[config.mk]
export PLATFORM = sky130hd
export DESIGN_NAME = if_stage_flat
export DESIGN_NICKNAME = d
export VERILOG_FILES = /design/src/rtl/if_stage_pkg.sv /design/src/rtl/if_stage_if.sv /design/src/rtl/if_stage_if_id_reg.sv /design/src/rtl/if_stage.sv /design/src/flat_wrapper.sv
export SDC_FILE = /design/constraint.sdc
export NUM_CORES = 1
export LEC_CHECK = 0
export BUFFER_PORTS_ARGS = -buffer_cell sky130_fd_sc_hd__buf_4
export CAP_MARGIN = 40
export CORE_AREA = 2 2 134 136
export CTS_CLUSTER_DIAMETER = 80
export DETAILED_ROUTE_END_ITERATION = 12
export DIE_AREA = 0 0 136 138
export GPL_ROUTABILITY_DRIVEN = 0
export MAX_ROUTING_LAYER = met4
export PLACE_DENSITY = 0.72
export SETUP_SLACK_MARGIN = 0.15
export SLEW_MARGIN = 0
export SYNTH_ARGS = -nofsm -noshare
export SYNTH_HDL_FRONTEND = slang
export SYNTH_SLANG_ARGS = --single-unit
[constraint.sdc]
create_clock -name clk -period 2.83 [get_ports clk]
set_clock_uncertainty 0.05 [all_clocks]
set_input_delay 0.1415 -clock clk [delete_from_list [all_inputs] [get_ports clk]]
set_output_delay 0.1415 -clock clk [all_outputs]
set_load 0.02 [all_outputs]
[src/rtl/if_stage_pkg.sv]
// Shared pipeline definitions: NOP encoding, default reset PC and the
// fetch-stage FSM state encoding.
package pipeline_defs;

    localparam logic [31:0] NOP_INSTR        = 32'h0000_0013;
    localparam logic [31:0] DEFAULT_RESET_PC = 32'h0000_0000;

    typedef enum logic [1:0] {
        ST_FETCH = 2'd0,
        ST_HOLD  = 2'd1,
        ST_DRAIN = 2'd2
    } if_state_e;

    function automatic logic [31:0] pc_plus4(input logic [31:0] pc);
        return pc + 32'd4;
    endfunction

endpackage

[src/rtl/if_stage_if.sv]
// Instruction-memory request/response handshake between the fetch stage
// (master) and instruction memory (slave).
interface if_stage_if;
    logic        imem_req;
    logic [31:0] imem_addr;
    logic        imem_rdy;
    logic [31:0] imem_rdata;

    modport master (output imem_req, output imem_addr, input imem_rdy, input imem_rdata);
    modport slave  (input imem_req, input imem_addr, output imem_rdy, output imem_rdata);
endinterface

[src/rtl/if_stage_if_id_reg.sv]
// IF/ID pipeline register: synchronous reset, flush to a NOP bubble with the
// PC left untouched, otherwise load on write-enable or hold.
module if_id_reg
    import pipeline_defs::*;
(
    input  logic        clk,
    input  logic        rst,
    input  logic        i_we,
    input  logic        i_flush,
    input  logic [31:0] i_pc,
    input  logic [31:0] i_instr,
    input  logic        i_valid,
    output logic [31:0] o_pc,
    output logic [31:0] o_instr,
    output logic        o_valid
);

    // Pipeline register update; flush takes priority over the write-enable.
    always_ff @(posedge clk) begin
        if (rst) begin
            o_pc    <= 32'h0000_0000;
            o_instr <= NOP_INSTR;
            o_valid <= 1'b0;
        end else if (i_flush) begin
            o_instr <= NOP_INSTR;
            o_valid <= 1'b0;
        end else if (i_we) begin
            o_pc    <= i_pc;
            o_instr <= i_instr;
            o_valid <= i_valid;
        end else begin
            o_pc    <= o_pc;
            o_instr <= o_instr;
            o_valid <= o_valid;
        end
    end

endmodule

[src/rtl/if_stage.sv]
// Instruction-fetch stage: owns the PC, runs the imem handshake, absorbs
// stalls with a one-entry buffer and handles EX redirects, feeding IF/ID.
module if_stage
    import pipeline_defs::*;
#(
    parameter logic [31:0] RESET_PC = DEFAULT_RESET_PC
) (
    input  logic               clk,
    input  logic               rst,
    input  logic               PC_we,
    input  logic               IF_ID_we,
    input  logic               EX_redirect,
    input  logic [31:0]        EX_target,
    if_stage_if.master         imem,
    output logic [31:0]        IF_ID_pc,
    output logic [31:0]        IF_ID_instr,
    output logic               IF_ID_valid,
    output logic               fetch_wait
);

    if_state_e   r_state, w_next_state;
    logic [31:0] r_pc, w_next_pc;
    logic [31:0] r_redir_pc, w_next_redir_pc;
    logic [31:0] r_buf, w_next_buf;

    logic        w_advance;
    logic        w_id_we, w_id_flush, w_id_valid;
    logic [31:0] w_id_pc, w_id_instr;

    // Disagreeing stall controls are treated as a stall.
    assign w_advance = PC_we & IF_ID_we;

    // State and fetch-side registers.
    always_ff @(posedge clk) begin
        if (rst) begin
            r_state    <= ST_FETCH;
            r_pc       <= RESET_PC;
            r_redir_pc <= 32'h0000_0000;
            r_buf      <= 32'h0000_0000;
        end else begin
            r_state    <= w_next_state;
            r_pc       <= w_next_pc;
            r_redir_pc <= w_next_redir_pc;
            r_buf      <= w_next_buf;
        end
    end

    // Next-state, next-PC and IF/ID control decode.
    always_comb begin
        w_next_state    = r_state;
        w_next_pc       = r_pc;
        w_next_redir_pc = r_redir_pc;
        w_next_buf      = r_buf;
        w_id_we         = 1'b0;
        w_id_flush      = 1'b0;
        w_id_pc         = IF_ID_pc;
        w_id_instr      = NOP_INSTR;
        w_id_valid      = 1'b0;
        case (r_state)
            ST_FETCH: begin
                if (EX_redirect) begin
                    w_id_flush = 1'b1;
                    if (imem.imem_rdy) begin
                        w_next_pc = EX_target;
                    end else begin
                        w_next_redir_pc = EX_target;
                        w_next_state    = ST_DRAIN;
                    end
                end else if (imem.imem_rdy) begin
                    if (w_advance) begin
                        w_id_we    = 1'b1;
                        w_id_pc    = r_pc;
                        w_id_instr = imem.imem_rdata;
                        w_id_valid = 1'b1;
                        w_next_pc  = pc_plus4(r_pc);
                    end else begin
                        w_next_buf   = imem.imem_rdata;
                        w_next_state = ST_HOLD;
                    end
                end else begin
                    w_id_we = w_advance;
                end
            end
            ST_HOLD: begin
                if (EX_redirect) begin
                    w_id_flush   = 1'b1;
                    w_next_pc    = EX_target;
                    w_next_state = ST_FETCH;
                end else if (w_advance) begin
                    w_id_we      = 1'b1;
                    w_id_pc      = r_pc;
                    w_id_instr   = r_buf;
                    w_id_valid   = 1'b1;
                    w_next_pc    = pc_plus4(r_pc);
                    w_next_state = ST_FETCH;
                end else begin
                    w_next_state = ST_HOLD;
                end
            end
            ST_DRAIN: begin
                // Address stays at the wrong-path PC until memory answers.
                if (EX_redirect) begin
                    w_id_flush = 1'b1;
                    if (imem.imem_rdy) begin
                        w_next_pc    = EX_target;
                        w_next_state = ST_FETCH;
                    end else begin
                        w_next_redir_pc = EX_target;
                    end
                end else begin
                    w_id_we = w_advance;
                    if (imem.imem_rdy) begin
                        w_next_pc    = r_redir_pc;
                        w_next_state = ST_FETCH;
                    end else begin
                        w_next_state = ST_DRAIN;
                    end
                end
            end
            default: begin
                w_next_state = ST_FETCH;
            end
        endcase
    end

    assign imem.imem_req  = !rst && (r_state != ST_HOLD);
    assign imem.imem_addr = r_pc;
    assign fetch_wait     = rst || !((r_state == ST_HOLD) ||
                                     ((r_state == ST_FETCH) && imem.imem_rdy));

    if_id_reg u_if_id_reg (
        .clk     (clk),
        .rst     (rst),
        .i_we    (w_id_we),
        .i_flush (w_id_flush),
        .i_pc    (w_id_pc),
        .i_instr (w_id_instr),
        .i_valid (w_id_valid),
        .o_pc    (IF_ID_pc),
        .o_instr (IF_ID_instr),
        .o_valid (IF_ID_valid)
    );

endmodule
[src/flat_wrapper.sv]
// flat-port wrapper written by rule: the top's interface ports become plain ports
module if_stage_flat import pipeline_defs::*;
#(
    parameter logic [31:0] RESET_PC = DEFAULT_RESET_PC
)
  (clk, rst, PC_we, IF_ID_we, EX_redirect, EX_target, IF_ID_pc, IF_ID_instr, IF_ID_valid, fetch_wait, imem_imem_req, imem_imem_addr, imem_imem_rdy, imem_imem_rdata);
  if_stage_if imem_i ();
  input  logic clk;
  input  logic rst;
  input  logic PC_we;
  input  logic IF_ID_we;
  input  logic EX_redirect;
  input  logic [31:0] EX_target;
  output logic [31:0] IF_ID_pc;
  output logic [31:0] IF_ID_instr;
  output logic IF_ID_valid;
  output logic fetch_wait;
  output wire logic [$bits(imem_i.imem_req)-1:0] imem_imem_req;
  output wire logic [$bits(imem_i.imem_addr)-1:0] imem_imem_addr;
  input wire logic [$bits(imem_i.imem_rdy)-1:0] imem_imem_rdy;
  input wire logic [$bits(imem_i.imem_rdata)-1:0] imem_imem_rdata;
  assign imem_imem_req = imem_i.imem_req;
  assign imem_imem_addr = imem_i.imem_addr;
  assign imem_i.imem_rdy = imem_imem_rdy;
  assign imem_i.imem_rdata = imem_imem_rdata;
  if_stage #(.RESET_PC(RESET_PC)) u_core (.clk(clk), .rst(rst), .PC_we(PC_we), .IF_ID_we(IF_ID_we), .EX_redirect(EX_redirect), .EX_target(EX_target), .imem(imem_i), .IF_ID_pc(IF_ID_pc), .IF_ID_instr(IF_ID_instr), .IF_ID_valid(IF_ID_valid), .fetch_wait(fetch_wait));
endmodule
Yosys cells after proc, flatten, opt, wreduce, memory -nomap -nowiden:

Cells that the tools add are included.

* bits in registers: 163
* bits of input ports: 70

* add/subtract/negate cells: 1
* eq/ne operators: 11
* mux-type cells: 40
* bitwise operators: 5
* reductions and logical operators: 17

Operator list (count)
* two-way mux 32 bit: 16
* case mux 32 bit (2 select lines): 2
* case mux 32 bit (3 select lines): 1
* adder 32 x 3 -> 32 bit (second input constant): 1
* two-way mux 2 bit: 8
* inequality test 3 bit (second input constant): 5
* two-way mux 1 bit: 10
* AND reduction 4 bit: 2
* inequality test 2 bit (second input constant): 3
* case mux 2 bit (3 select lines): 1
* AND reduction 3 bit: 2
* AND reduction 6 bit: 1
* NOT 1 bit: 4
* OR reduction 2 bit: 2
* case mux 1 bit (3 select lines): 1
* nonzero test 3 bit: 1
* OR reduction 3 bit: 1
* equality test 2 x 1 -> 1 bit (second input constant): 1
* equality test 2 bit (second input constant): 1
* logical AND 1 bit: 2
* logical NOT 1 bit: 2
* logical NOT 2 bit: 1
* logical OR 1 bit: 2
* inequality test 2 x 1 -> 1 bit (second input constant): 1
* 3 further kinds: 3

Depth between registers and ports, before layout:

Gate-level depths: netlist (run 1).

* word-level depth: 6
* gate-level depth with buffers: 10

Modules after synthesis:

A second synthesis (run 1) with hierarchy kept.

* cells, all modules: 1072
* area total of the unflattened synthesis: 8747.1 µm²

Modules (own cells, without submodules)
* if_stage: instances 1, cells an instance 819, area an instance 6085.8 µm², seq. area each 1961.9 µm²
* if_id_reg: instances 1, cells an instance 253, area an instance 2661.3 µm², seq. area each 1301.2 µm²

Least setup slack after synthesis (run 1):

OpenSTA, ideal clock, no wires.

* path kind: flip-flop to flip-flop
* start point: register u_core.r_pc[12], in the netlist u_core.imem.imem_addr[12]
* end point: register u_core.r_pc[19], in the netlist u_core.imem.imem_addr[19]
* library setup time: 120 ps
* arrival time: 2193 ps
* data required time: 2660 ps
* path slack: 468 ps
* cell stages (with the launch flop): 8
* path buffers: 2
* clock period less this slack: 2362 ps
* cells stage by stage: dfxtp_1 clkbuf_2 nand4_2 or4_1 buf_2 or3_4 a21o_1 a211o_1

* longest elaborated chain between the ends: 5
* elaborated cells on any way between the ends: 6
* those cells by class: 1 x add/sub; 5 x mux

Ends and longest elaborated chain
* from (decl): RTL line if_stage.sv:22 `logic [31:0] r_pc, w_next_pc;`
* from (signal assigned): RTL line if_stage.sv:42 `r_pc <= w_next_pc;`
* adder 32 x 3 -> 32 bit *: RTL line if_stage_pkg.sv:15 `return pc + 32'd4;`
* two-way mux 32 bit *: RTL line if_stage.sv:70, if_stage.sv:89
* two-way mux 32 bit: RTL line if_stage.sv:69 `end else if (imem.imem_rdy) begin`
* two-way mux 32 bit: RTL line if_stage.sv:61 `if (EX_redirect) begin`
* case mux 32 bit (3 select lines) *: RTL line if_stage.sv:59 `case (r_state)`

Every way passes the cells marked *; elsewhere a longest branch is shown, timed or not. The select of a mux whose other input is x is not followed.
A chain may end at the register's enable or synchronous reset.

Worst setup path after layout (run 1):

* start point: register u_core.r_pc[3], in the netlist u_core.imem.imem_addr[3]
* end point: register u_core.r_pc[28], in the netlist u_core.imem.imem_addr[28]

The elaborated chain is that of the path after synthesis.

==> impl_metrics.ini, run 1 <==
[sta]
final_hold_violations = 0
max_slew_margin = 0.4470
tns_ps = 0
unrepaired_setup_endpoints_after_global_routing = no
finalWorstPathRequiredPeriod_ps = 2508
finalSetupViolCount = 0
timing_max_transition_violations_final = 0
clock.fmax_ghz = 0.3987
fin_crit_sh = 0.8862
worst_slew_pin_slew_ps = 825.7

[worst_setup_path]
setup.worst_path.class = reg -> reg
critical_path.most_common_cell = sky130_fd_sc_hd__nand4_1
cp_cell_sequence = ha_2 > nand4_1 > or4_2 > nor4_2 > nand4_1 > a31oi_1
worst_ep_required_time_ps = 3140
critical_path.max_fanout = 9
path_delay_family = simple AND/OR/NAND/NOR gates
arrival_ps = 2820
cpPeakStageDelay_ps = 680
crit_path_start_kind = flop
worst_path_max_delay_cell = sky130_fd_sc_hd__or4_2
setup.worst_path.end_class = flop
timing.critical_path.buf_inv = 0

[logic_synthesis]
synth_compound_area_frac = 0.2738
synthesis.yosys.warnings = 0
post-synth-top-area-cell = sky130_fd_sc_hd__dfxtp_1
syn_area_per_cell_um2 = 7.585
post_synth_fa_ha_maj_area_fraction = 0.007357
yosys_register_bits = 163
synth_top_family_by_area = compound AO/OA/AOI/OAI gates
synthDominantCellAreaShare = 0.3838
synthMuxAreaShare = 0.04311
syn-cell-area_um2 = 8503
post_synth_inst_count = 1121
synth-seq-area-share = 0.3838
synth-simple-area-share = 0.2245
synth_async_sr_flop_share = 0
ys_dominant_reg_cell = sky130_fd_sc_hd__dfxtp_1
synth_xor_xnor_area_share = 0.002060
yosys-top-cells-area = sky130_fd_sc_hd__dfxtp_1, sky130_fd_sc_hd__nand2_1, sky130_fd_sc_hd__a21oi_1
count_of_flip_flops_with_a_built_in_enable_after_synthesis = 0
synthesis.nets = 1196
synth_cell_type_count = 70

[drt]
drt_iter0_markers = 823
drt_first_pass_iters = 5
detailroute.via_count = 9296
route.detailed.drc = 0
drt-vias-per-instance = 6.009
finalWirelength_um = 27730
ant_nets = 0
drt-wirelength-per-cell_um = 17.93

[clocking]
numCtsBuffers = 17
worst_setup_hold_path_clk_slew_ps = 70
ctsRootBufferMaster = sky130_fd_sc_hd__clkbuf_16
clock_insertion_delay_worst_skew_ps = 440
clk_path_buf_depth = 2
cts_tree = yes
clock-sinks = 163
cts_h_tree_depth = 4

[pwr]
p_seq_frac = 0.410
total_power_uw = 6255
total_leakage_power_uw = 0.004198
power.combinational.fraction = 0.233
power.internal_uw = 4175
power_per_cell_area_nw_per_um2 = 562.6
total_switching_power_uw = 2080
power.share.switching = 0.3325
share_clk_of_total_power = 0.357
ir_worst_vdd_v = 0.0004755

[die]
start_util = 0.4849
die-area_um2 = 18770
ios = 169
height_of_the_die_um = 138
die_w_um = 136
rows = 49
placeableCoreArea_um2 = 17530

[global_route]
grt_pass1_vias = 8793
globalRoute.totalOverflow = 0
grt_pass1_wl_um = 44370
antenna_found_initial = 0
grt_max_degree = 53
grt_util_all_layers = 0.3005

[flow_run]
timing.max_cap.violations = 0

[layout]
layout_commonest_cell = sky130_fd_sc_hd__nand2_1
n_fill_cell = 1543
finalNonFillerCells = 1547
count_of_antenna_diodes_in_the_layout = 0
fin_util = 0.6342
fraction_of_layout_cells_with_a_size_suffix_above_1 = 0.2064
num-nets-final = 1380
areaGrowthSynthToFinish_pct = 30.77
layout_common_cells = sky130_fd_sc_hd__nand2_1, sky130_fd_sc_hd__buf_4, sky130_fd_sc_hd__dfxtp_1, sky130_fd_sc_hd__a21oi_1, sky130_fd_sc_hd__nor2_1

[placement]
numPortBuffers = 168
post-dp-hpwl_um = 17860
dp.cells = 1451

[min_path]
min_delay_worst_type = in -> reg

[run_status]
run_status = finished clean
-- sequential cells by signal, summed over array words and instances (netlist names) --
signal and flops:
u_core.r_redir_pc 32, u_core.u_if_id_reg.o_valid 1, u_core.u_if_id_reg.o_instr 32, u_core.r_state 2, u_core.r_buf 32, u_core.u_if_id_reg.o_pc 32
u_core.imem.imem_addr 32
-- layout make-up --
type | count | area, um^2 | share of cell area
multi-input combinational | 835 | 4717 | 0.4242
tap | 229 | 286.5 | 0.02577
clock buffer | 17 | 425.4 | 0.03826
inverter | 10 | 37.54 | 0.003376
sequential | 163 | 3263 | 0.2935
clock inverter | 15 | 130.1 | 0.01170
timing repair buffer | 278 | 2260 | 0.2032
-- timing repair --
action,CTS,global route
endpoints found under the setup margin,0,1
resized for setup,0,1
hold buffers,64,0
hold endpoints to repair,64,0
buffers inserted,0,0
-- cells by family (layout without fill, tap and decap cells) --
family          after synthesis  count (layout)
compound gates              362             362
xor+xnor                      2               2
fa+ha+maj                     5               5
buf+inv                     123             320
flops                       163             163
mux                          36              36
simple gates                430             430
-- worst paths after layout --
path                                                  start                           to  slack, ps  cells past startpoint
worst max-delay path               u_core.imem.imem_addr[3]    u_core.imem.imem_addr[28]        320                      6
worst min-delay path                                    rst        u_core.r_redir_pc[23]         90                      2
worst max register to register     u_core.imem.imem_addr[3]    u_core.imem.imem_addr[28]        320                      6
worst min register to register  u_core.u_if_id_reg.o_pc[26]  u_core.u_if_id_reg.o_pc[26]        400                      2
-- per-layer routing --
metal,vias to the layer above,share of wire,global-route usage
li1,4383,-,-
met1,4390,0.42,0.3779
met2,460,0.47,0.4739
met3,63,0.088,0.06784
met4,0,0.027,0.1047
met5,-,0,-
-- power by group through the flow --
stage	sequential, uW	combinational, uW	clock [uW]
6_report	2560	1460	2230
5_1_grt	2580	1580	2340
4_1_cts	2560	1440	2270
3_5_place_dp	2610	1360	0
3_3_place_gp	2600	1340	0
2_1_floorplan	2610	844	0
-- synthesized netlist by cell type, types with 10 or more instances --
cell                        instances
sky130_fd_sc_hd__nand2b_1          13
sky130_fd_sc_hd__a2bb2oi_1         29
sky130_fd_sc_hd__nor2_1            72
sky130_fd_sc_hd__a31oi_1           10
sky130_fd_sc_hd__nor3_1            18
sky130_fd_sc_hd__nand2_1          246
sky130_fd_sc_hd__a22oi_1           50
sky130_fd_sc_hd__nand3_1           17
sky130_fd_sc_hd__o21ai_0           47
sky130_fd_sc_hd__a21oi_1          143
sky130_fd_sc_hd__dfxtp_1          163
sky130_fd_sc_hd__nand4_1           14
sky130_fd_sc_hd__mux2i_1           31
sky130_fd_sc_hd__clkbuf_1          91
sky130_fd_sc_hd__o22ai_1           11
-- metrics by stage --
step / hold slack (ps) / area, um^2 / setup slack [ps]
3_3_place_gp: 348.2 / 9921 / 392.9
2_1_floorplan: 227.5 / 8503 / 467.8
6_report: 85.45 / 11120 / 322.1
5_1_grt: 89.19 / 11120 / 185.4
3_5_place_dp: 356.5 / 9921 / 325.8
4_1_cts: 65.34 / 11120 / 323.2
(Power assumes the default switching activity.)
==> inputs of run 2 (changes only) <==
==> constraint.sdc (replaced) <==
create_clock -name clk -period 2.83 [get_ports clk]
set_clock_uncertainty 0.05 [all_clocks]
set_input_delay 0.566 -clock clk [delete_from_list [all_inputs] [get_ports clk]]
set_output_delay 0.566 -clock clk [all_outputs]
set_load 0.02 [all_outputs]
==> impl_metrics.ini, run 2 (same netlist as run 1, synthesis figures left out) <==
[worst_setup_path]
worst_ep_required_time_ps = 2210
crit-reg2reg-launch = u_core.imem.imem_addr[3]
cp-endpoint = fetch_wait
critical_path.most_common_cell = sky130_fd_sc_hd__buf_4
startpoint = u_core.r_state[1]
cp_cell_sequence = inv_1 > ha_2 > buf_4 > a21oi_1 > or2_2 > buf_4
cpPeakStageDelay_ps = 340
rr_endpoint = u_core.imem.imem_addr[28]
setup.worst_path.end_class = output port
arrival_ps = 1890
critical_path.max_fanout = 10
crit_path_start_kind = flop
setup.worst_path.class = reg -> out
worst_path_max_delay_cell = sky130_fd_sc_hd__dfxtp_1
reg2reg_setup_slack_ps = 330
number_of_cells_on_the_worst_reg_to_reg_path = 6

[sta]
tns_ps = 0
unrepaired_setup_endpoints_after_global_routing = no
finalWorstPathRequiredPeriod_ps = 2503
finalSetupViolCount = 0
final_hold_violations = 0
max_slew_margin = 0.4625
clock.fmax_ghz = 0.3995
worst_slew_pin_slew_ps = 802.6
fin_crit_sh = 0.8844
timing_max_transition_violations_final = 0

[clocking]
clk_path_buf_depth = 2
ctsRootBufferMaster = sky130_fd_sc_hd__clkbuf_16
cts_tree = yes
worst_setup_hold_path_clk_slew_ps = 70
numCtsBuffers = 17
clock_insertion_delay_worst_skew_ps = 440
cts_h_tree_depth = 4
clock-sinks = 163

[pwr]
ir_worst_vdd_v = 0.0004665
power_per_cell_area_nw_per_um2 = 596.1
total_leakage_power_uw = 0.003992

[die]
die-area_um2 = 18770
placeableCoreArea_um2 = 17530
rows = 49
ios = 169
height_of_the_die_um = 138
start_util = 0.4849
die_w_um = 136

[drt]
route.detailed.drc = 0
drt_iter0_markers = 739
drt-wirelength-per-cell_um = 17.81
ant_nets = 0
drt-vias-per-instance = 5.954
finalWirelength_um = 26610
detailroute.via_count = 8896
drt_first_pass_iters = 5

[layout]
fraction_of_layout_cells_with_a_size_suffix_above_1 = 0.2237
count_of_antenna_diodes_in_the_layout = 0
layout_commonest_cell = sky130_fd_sc_hd__nand2_1
areaGrowthSynthToFinish_pct = 24.60
layout_common_cells = sky130_fd_sc_hd__nand2_1, sky130_fd_sc_hd__buf_4, sky130_fd_sc_hd__dfxtp_1, sky130_fd_sc_hd__a21oi_1, sky130_fd_sc_hd__nor2_1
num-nets-final = 1327
finalNonFillerCells = 1494

[global_route]
antenna_found_initial = 0
globalRoute.totalOverflow = 0
grt_pass1_vias = 8480
grt_util_all_layers = 0.2879
grt_max_degree = 60
grt_pass1_wl_um = 42630

[placement]
post-dp-hpwl_um = 17890
numPortBuffers = 168
dp.cells = 1462

[flow_run]
timing.max_cap.violations = 0

[run_status]
run_status = finished clean

[min_path]
min_delay_worst_type = in -> reg
-- run 2: cell count changes in the layout (fill, tap and decap cells not counted), sizes merged --
cell	change
bufinv	+1
dlygate4sd3	-64
inv	-4
clkinv	+1
clkinvlp	+1
buf	+11
clkbuf	+1
-- run 2: what timing repair did --
action	CTS	global route
hold buffers	0	0
setup buffers	0	0
resized for setup	0	1
setup endpoints to repair	0	1
-- run 2: report_power, final --
part / switching (uW) / internal [uW]
Sequential: 141 / 2410
Combinational: 847 / 559
Clock: 1080 / 1280
-- run 2: final cells by class --
type,instances,area (um^2)
flip-flops and latches,163,3263
clock buffers,18,439.2
well taps,229,286.5
inverters,10,37.54
repair buffers,225,1689
multi-input cells,835,4717
fillers,1632,6939
clock inverters,14,162.7
-- run 2: worst min-delay path by stage --
stage | from | endpoint | slack [ps] | cells after the start
3_3_place_gp | u_core.r_redir_pc[18] | u_core.r_redir_pc[18] | 390 | 2
4_1_cts | imem_imem_rdata[13] | u_core.r_buf[13] | 320 | 3
5_1_grt | imem_imem_rdata[12] | u_core.r_buf[12] | 330 | 3
3_5_place_dp | u_core.r_redir_pc[18] | u_core.r_redir_pc[18] | 400 | 2
6_report | imem_imem_rdata[12] | u_core.r_buf[12] | 330 | 3
2_1_floorplan | u_core.r_redir_pc[25] | u_core.r_redir_pc[25] | 380 | 2
-- run 2: per-layer routing --
layer | global-route usage | part of all wire | vias to the layer above
met5 | - | 0 | -
met4 | 0.09814 | 0.022 | 0
met3 | 0.07004 | 0.081 | 43
met2 | 0.4459 | 0.47 | 339
met1 | 0.3666 | 0.43 | 4242
li1 | - | - | 4272
-- run 2: critical path, delay by kind of cell, from the launching register on --
family / cells / cell delay (ps)
adder cells (fa/ha/maj): 1 / 330
AND/OR/NAND/NOR: 1 / 290
buffers and inverters: 3 / 450
AO/OA/AOI/OAI: 1 / 50
flip-flops: 1 / 340
-- run 2: stage by stage --
| stage | total power [uW] | setup slack, ps | hold WS (ps) | util | instance area, um^2 |
|---|---|---|---|---|---|
| floorplan | 3455 | 377.8 | 381.6 | - | 8503 |
| global placement | 3961 | 347.7 | 388.8 | 0.5698 | 9991 |
| detailed placement | 3985 | 319.2 | 395.8 | 0.5698 | 9991 |
| CTS | 6326 | 199.6 | 318.6 | 0.6041 | 10590 |
| global route | 6572 | 152.1 | 329.3 | 0.6043 | 10600 |
| finish | 6316 | 327.0 | 329.4 | 0.6043 | 10600 |
